==> config.mk <==
export PLATFORM = sky130hd
export DESIGN_NAME = csa_resolver
export DESIGN_NICKNAME = d
export VERILOG_FILES = /design/src/rtl/csa_resolver.sv
export SDC_FILE = /design/constraint.sdc
export NUM_CORES = 1
export LEC_CHECK = 0
export ABC_AREA = 1
export CAP_MARGIN = 20
export CELL_PAD_IN_SITES_DETAIL_PLACEMENT = 2
export CELL_PAD_IN_SITES_GLOBAL_PLACEMENT = 2
export CORE_UTILIZATION = 28
export DETAILED_ROUTE_END_ITERATION = 6
export MAX_ROUTING_LAYER = met4
export PLACE_DENSITY_LB_ADDON = 0.1
export RECOVER_POWER = 25
export SKIP_LAST_GASP = 1
export SYNTH_ARGS = -nofsm -noshare
export SYNTH_HDL_FRONTEND = slang
export SYNTH_SLANG_ARGS = --single-unit
==> constraint.sdc <==
create_clock -name clk -period 2.75 [get_ports clk]
set_clock_uncertainty 0.05 [all_clocks]
set_input_delay 0.275 -clock clk [delete_from_list [all_inputs] [get_ports clk]]
set_output_delay 0.275 -clock clk [all_outputs]
set_load 0.05 [all_outputs]
==> src/rtl/csa_resolver.sv <==
// Carry-propagate resolver for a redundant (sum, carry) vector pair.
// Adds CHUNK bits per cycle over N = W/CHUNK cycles, with valid/ready on both sides.
module csa_resolver #(
    parameter int unsigned W     = 32,
    parameter int unsigned CHUNK = 8
) (
    input  logic         clk,
    input  logic         rst_n,
    input  logic         in_valid,
    output logic         in_ready,
    input  logic [W-1:0] sv,
    input  logic [W-1:0] cv,
    output logic         out_valid,
    input  logic         out_ready,
    output logic [W-1:0] p,
    output logic         ovf,
    output logic         busy
);

    localparam int unsigned N    = W / CHUNK;
    localparam int unsigned IDXW = (N > 1) ? $clog2(N) : 1;
    localparam logic [IDXW-1:0] LAST = IDXW'(N - 1);

    typedef enum logic [1:0] {IDLE, ADD, DONE} state_t;

    state_t          state_q;
    logic [W-1:0]    sv_q, cv_q, acc_q, p_q;
    logic [IDXW-1:0] idx_q;
    logic            carry_q, ovf_q, out_valid_q;

    logic [31:0]     base;
    logic [CHUNK:0]  chunk_sum;
    logic [W-1:0]    acc_d;
    logic            accept;

    assign in_ready  = (state_q == IDLE) || ((state_q == DONE) && out_ready);
    assign accept    = in_valid && in_ready;
    assign out_valid = out_valid_q;
    assign p         = p_q;
    assign ovf       = ovf_q;
    assign busy      = (state_q == ADD);

    // acc_d carries the current chunk merged in, so the final edge can publish it directly
    always_comb begin
        base      = 32'(idx_q) * CHUNK;
        chunk_sum = {1'b0, sv_q[base +: CHUNK]} + {1'b0, cv_q[base +: CHUNK]}
                  + (CHUNK + 1)'(carry_q);
        acc_d     = acc_q;
        acc_d[base +: CHUNK] = chunk_sum[CHUNK-1:0];
    end

    always_ff @(posedge clk or negedge rst_n) begin
        if (!rst_n) begin
            state_q     <= IDLE;
            sv_q        <= '0;
            cv_q        <= '0;
            acc_q       <= '0;
            p_q         <= '0;
            idx_q       <= '0;
            carry_q     <= 1'b0;
            ovf_q       <= 1'b0;
            out_valid_q <= 1'b0;
        end else begin
            case (state_q)
                IDLE: begin
                    if (accept) begin
                        sv_q    <= sv;
                        cv_q    <= cv;
                        acc_q   <= '0;
                        idx_q   <= '0;
                        carry_q <= 1'b0;
                        state_q <= ADD;
                    end
                end
                ADD: begin
                    acc_q   <= acc_d;
                    carry_q <= chunk_sum[CHUNK];
                    idx_q   <= idx_q + 1'b1;
                    if (idx_q == LAST) begin
                        p_q         <= acc_d;
                        ovf_q       <= chunk_sum[CHUNK];
                        out_valid_q <= 1'b1;
                        state_q     <= DONE;
                    end
                end
                DONE: begin
                    if (out_ready) begin
                        out_valid_q <= 1'b0;
                        if (in_valid) begin
                            sv_q    <= sv;
                            cv_q    <= cv;
                            acc_q   <= '0;
                            idx_q   <= '0;
                            carry_q <= 1'b0;
                            state_q <= ADD;
                        end else begin
                            state_q <= IDLE;
                        end
                    end
                end
                default: state_q <= IDLE;
            endcase
        end
    end

endmodule
After elaboration in Yosys (flattened, before gate mapping)
Cells that the tools add are included.

Add/subtract/negate cells: 4. Eq/ne operators: 7. Shifts and indexed selects: 4. Multiplexer cells: 29. Reduce and logical (&&, ||, !) cells: 12.

Operator list (count): 2-to-1 mux 32 bit (9); one-hot mux 32 bit (2 select lines) (2); one-hot mux 32 bit (3 select lines) (1); indexed part select 32 x 6 -> 8 bit (2); negator 5 -> 34 bit (1); variable shift 8 x 34 -> 32 bit (first input constant) (1); indexed part select 8 x 34 -> 32 bit (1); bitwise mux 32 bit (1); 2-to-1 mux 2 bit (6); one-hot mux 2 bit (3 select lines) (2); adder 8 x 8 -> 9 bit (1); adder 9 x 1 -> 9 bit (1); AND reduction 4 bit (2); 2-to-1 mux 1 bit (6); != test 2 bit (second input constant) (3); AND reduction 3 bit (2); equality test 2 bit (second input constant) (2); nonzero test 2 bit (2); one-hot mux 1 bit (3 select lines) (1); nonzero test 3 bit (1); adder 2 x 1 -> 2 bit (second input constant) (1); equality test 2 x 1 -> 1 bit (second input constant) (1); logical AND 1 bit (2); logical NOT 2 bit (1); other kinds (4) (4).

Bits in registers: 135. Output and inout bits: 36. Word-level logic and storage cells: 65.

Longest topological paths before layout
Depth after elaboration: 6. Gate-level depth with buffers: 20. Depth with buffers taken out: 17.

Worst setup path before layout
Ideal clock, no wire load.

Path type: reg2reg. From: register idx_q[0]. To: register p_q[28], in the netlist p[28]. Arrival: 2.691 ns. Required time: 2.634 ns. Path slack: -0.057 ns. Stages on the path, launching flop included: 19. Buffers on the path: 3. Period minus slack after synthesis: 2.807 ns. Cell sequence: dfrtp_1 > buf_2 > inv_2 > buf_4 > clkbuf_1 > nor2_1 > o22ai_1 > fa_1 > inv_1 > fa_1 > inv_1 > nand2_1 > nand2_1 > nand2_1 > xnor2_2 > nand3_1 > o21ai_0 > nand2_1 > nand2_1.

Longest elaborated chain between the ends: 5. Elaborated cells on any way between the ends: 10. Classes of those cells: add/sub: 3; eq/ne: 1; shift: 4; mux: 1; reduce/logical: 1.

RTL lines: start, declared (RTL line 28) `logic [IDXW-1:0] idx_q;`; start signal, assigned (RTL line 78) `idx_q <= idx_q + 1'b1;`; indexed part select 32 x 6 -> 8 bit (RTL line 46) `chunk_sum = {1'b0, sv_q[base +: CHUNK]} + {1'b0, cv_q[base +: CHUNK]}`; adder 8 x 8 -> 9 bit (RTL line 46); adder 9 x 1 -> 9 bit (RTL line 47) `+ (CHUNK + 1)'(carry_q);`; indexed part select 8 x 34 -> 32 bit (RTL line 49) `acc_d[base +: CHUNK] = chunk_sum[CHUNK-1:0];`; bitwise mux 32 bit (RTL line 49); end signal, assigned (RTL line 58) `p_q <= '0;`; end signal, assigned (RTL line 80) `p_q <= acc_d;`; end, declared (RTL line 27) `logic [W-1:0] sv_q, cv_q, acc_q, p_q;`.

Several ways; a longest one is shown, not always the timed one. A chain may end at the register's enable or synchronous reset.

Worst setup path in the final report
From: register idx_q[0]. To: register acc_q[14].

Longest elaborated chain between the ends: 6. Elaborated cells on any way between the ends: 9. Classes of those cells: add/sub: 3; shift: 4; mux: 2.

RTL lines: indexed part select 32 x 6 -> 8 bit (RTL line 46); adder 8 x 8 -> 9 bit (RTL line 46); adder 9 x 1 -> 9 bit (RTL line 47); indexed part select 8 x 34 -> 32 bit (RTL line 49); bitwise mux 32 bit (*) (RTL line 49); one-hot mux 32 bit (3 select lines) (*) (RTL line 64) `case (state_q)`; end signal, assigned (RTL line 57) `acc_q <= '0;`; end signal, assigned (RTL line 69) `acc_q <= '0;`; end signal, assigned (RTL line 76) `acc_q <= acc_d;`; end, declared (RTL line 27).

Every way passes the cells marked *; elsewhere a longest branch is shown, timed or not.

==> impl_metrics.ini <==
[drt]
drc = 0
finalWirelength_mm = 22.2
viasPerCell = 4.73
dr.pass1.iters = 4
vias = 5943
wl_per_cell_um = 17.7
ant_nets = 0
first_iter_violations = 182

[worst_setup_path]
rr_worst_depth = 17
critical_path_class = flip-flop to flip-flop
reg2reg_setup_slack_ns = 0.08
required_ns = 3.06
cp.arrival_ns = 2.97
critPathMaxFanout = 8
r2r_start = idx_q[0]
end_kind = flip-flop
start_kind = flip-flop
r2r_end = acc_q[14]

[synthesis]
synth.avg_cell_area_um2 = 7.75
synth_warnings = 0
syn-cell-area_mm2 = 0.00642
yosysSeqAreaShare = 0.527
synth_edf_count = 0
synth_nets = 911
synth_top_area_share = 0.527
ys.flop_type = dfrtp_1
yosysMostFrequentCell = nand2_1
synth_cell_types = 26
ys_top_cells_by_area = dfrtp_1, nand2_1, o21ai_0, inv_1, ha_1
synthTopCellsByCount = nand2_1, dfrtp_1, o21ai_0
synthCells = 828
yosys.area.top_type = dfrtp_1
ys_seq_elements = 135
synthArstFlopShare = 1.00

[outcome]
status = finished clean

[min_path]
min_delay_worst_endpoint = sv_q[7]
hold_class = primary input to flip-flop
worstHoldStart = sv[7]
hold_depth = 3

[final_layout]
num_antenna_cells = 0
final_core_util = 0.391
drive_gt1_frac = 0.132
fin_nets = 1042
syn_to_final_growth_pct = 37.5

[grt]
antenna_found_initial = 0
grt.busiest_layer = met2
use_met3 = 0.0309
use_met1 = 0.257
grt_usage = 0.206
grt_pass1_wl_mm = 36.6
grt_pass1_vias = 6630
grt_start_max_net_pins = 66
overflow = 0
use_met2 = 0.338

[power_and_ir_drop]
combPwrFrac = 0.575
swShare = 0.476
clkPwrFrac = 0.173
p_int_uw = 7020
peakVddDrop_uv = 567
leakagePower_uw = 0.00440
seqPwrFrac = 0.252
p_switching_uw = 6370
p_per_area_mw_per_mm2 = 1520
power.total_uw = 13400

[place]
dp_hpwl_mm = 16.0
place_congestion = 0.827
buffer_ports.inserted = 103

[sta]
slew_violations = 0
final.period_utilization = 0.970
max_freq_mhz = 375
setup_viol = 0
worstMarginPinSlew_ns = 1.43
period_needed_ns = 2.67
slew_headroom = 0.0463
hold_viol_final = 0
rsz0062_at_grt = yes

[cts]
numCtsBuffers = 17
path_clk_slew_ns = 0.06
cts_max_level = 4
clock_latency_ns = 0.42
cts_buffer_depth = 2
cts_root_buf = clkbuf_16
cts.sinks = 135
cts_tree = yes

[run]
cap_violations = 0

[floorplan]
die_area_mm2 = 0.0235
rows = 55
die_height_um = 153
io_pins = 104
start_util = 0.284
die_w_um = 153
core_mm2 = 0.0226
## worst max-delay path, cell delays in order, from the launching register on
cell,delay (ns)
dfrtp_2,0.44
buf_6,0.15
buf_4,0.14
nor2_1,0.16
o22ai_1,0.15
ha_1,0.37
buf_4,0.16
nand2_1,0.07
nor2_1,0.04
nand2_1,0.06
nand3_1,0.11
nand2_2,0.11
nand3_2,0.15
nor2_4,0.16
nand2_1,0.06
nand2_1,0.08
nand2_1,0.06
nand2_1,0.09
## power by group through the flow
stage / Sequential, uW / Clock [uW] / Combinational [uW]
final: 3380 / 2320 / 7690
after global routing: 3480 / 2460 / 8430
after CTS: 3390 / 2380 / 7110
after detailed placement: 3400 / 0 / 6850
after global placement: 3370 / 0 / 6620
after floorplan: 3770 / 0 / 3660
## registers in the layout, indices dropped and copies added, names as in the netlist
register   cells
acc_q         32
carry_q        1
cv_q          32
idx_q          2
out_valid      1
ovf            1
p             32
state_q        2
sv_q          32
## worst max path at each step
stage / from / end / slack (ns) / depth (start not counted)
after global placement: idx_q[0] / p[12] / 0.02 / 16
after floorplan: idx_q[0] / p[28] / 0.03 / 18
final: idx_q[0] / acc_q[14] / 0.08 / 17
after detailed placement: idx_q[0] / acc_q[7] / -0.07 / 15
after global routing: idx_q[0] / acc_q[14] / -0.06 / 17
after CTS: idx_q[0] / acc_q[12] / 0.004 / 16
## cell usage in the layout, fill, tap and decap left out, types with 5 or more instances in the layout
master,synthesis,routed
buf_4,3,38
clkbuf_16,0,17
clkdlybuf4s50_1,0,102
dfrtp_1,135,134
ha_1,13,10
inv_1,45,43
inv_2,6,7
nand2_1,429,422
nand2_2,1,8
nand3_1,12,8
nand4_1,5,5
nor2_1,38,36
o21ai_0,48,41
o21ai_1,12,15
o22ai_1,25,17
o22ai_2,0,8
## stage by stage
step	TNS [ns]	worst slack, ns	hold slack, ns	cell area [um^2]	instances
after detailed placement	-0.243	-0.0696	0.228	7880	1206
after CTS	0	0.00414	0.329	8600	1248
final	0	0.0828	0.336	8820	1256
after global routing	-0.391	-0.0605	0.336	8820	1256
after global placement	0	0.0219	0.220	7880	1206
after floorplan	0	0.0294	-0.0706	6420	828
## per-layer routing
layer	vias up	part of all wire
li1	2847	-
met1	2961	0.45
met2	107	0.50
met3	28	0.027
met4	0	0.026
met5	-	0
## kinds of logic (layout without fill, tap and decap cells)
kind of cell	after synthesis	after routing	synth area share
simple gates	489	489	0.295
flops	135	135	0.527
compound gates	96	96	0.0817
buf+inv	90	233	0.0599
fa+ha+maj	15	15	0.0316
xor+xnor	3	3	0.00527
## cell type report
cell class | count | area [um^2]
clock buffers | 21 | 470
clock inverters | 10 | 123
fillers | 2566 | 13800
inverters | 51 | 194
multi-input cells | 603 | 2850
flip-flops and latches | 135 | 3380
well taps | 285 | 357
repair buffers | 151 | 1450
## timing repair
action / 4_1_cts / 5_1_grt
hold endpoints to repair: 48 / 0
buffers inserted: 10 / 8
endpoints found under the setup margin: 23 / 49
gates resized for setup: 11 / 45
pin swaps: 3 / 14
cloned: 0 / 0
hold buffers: 1 / 0
No activity file was read; power rests on OpenSTA's default activity.
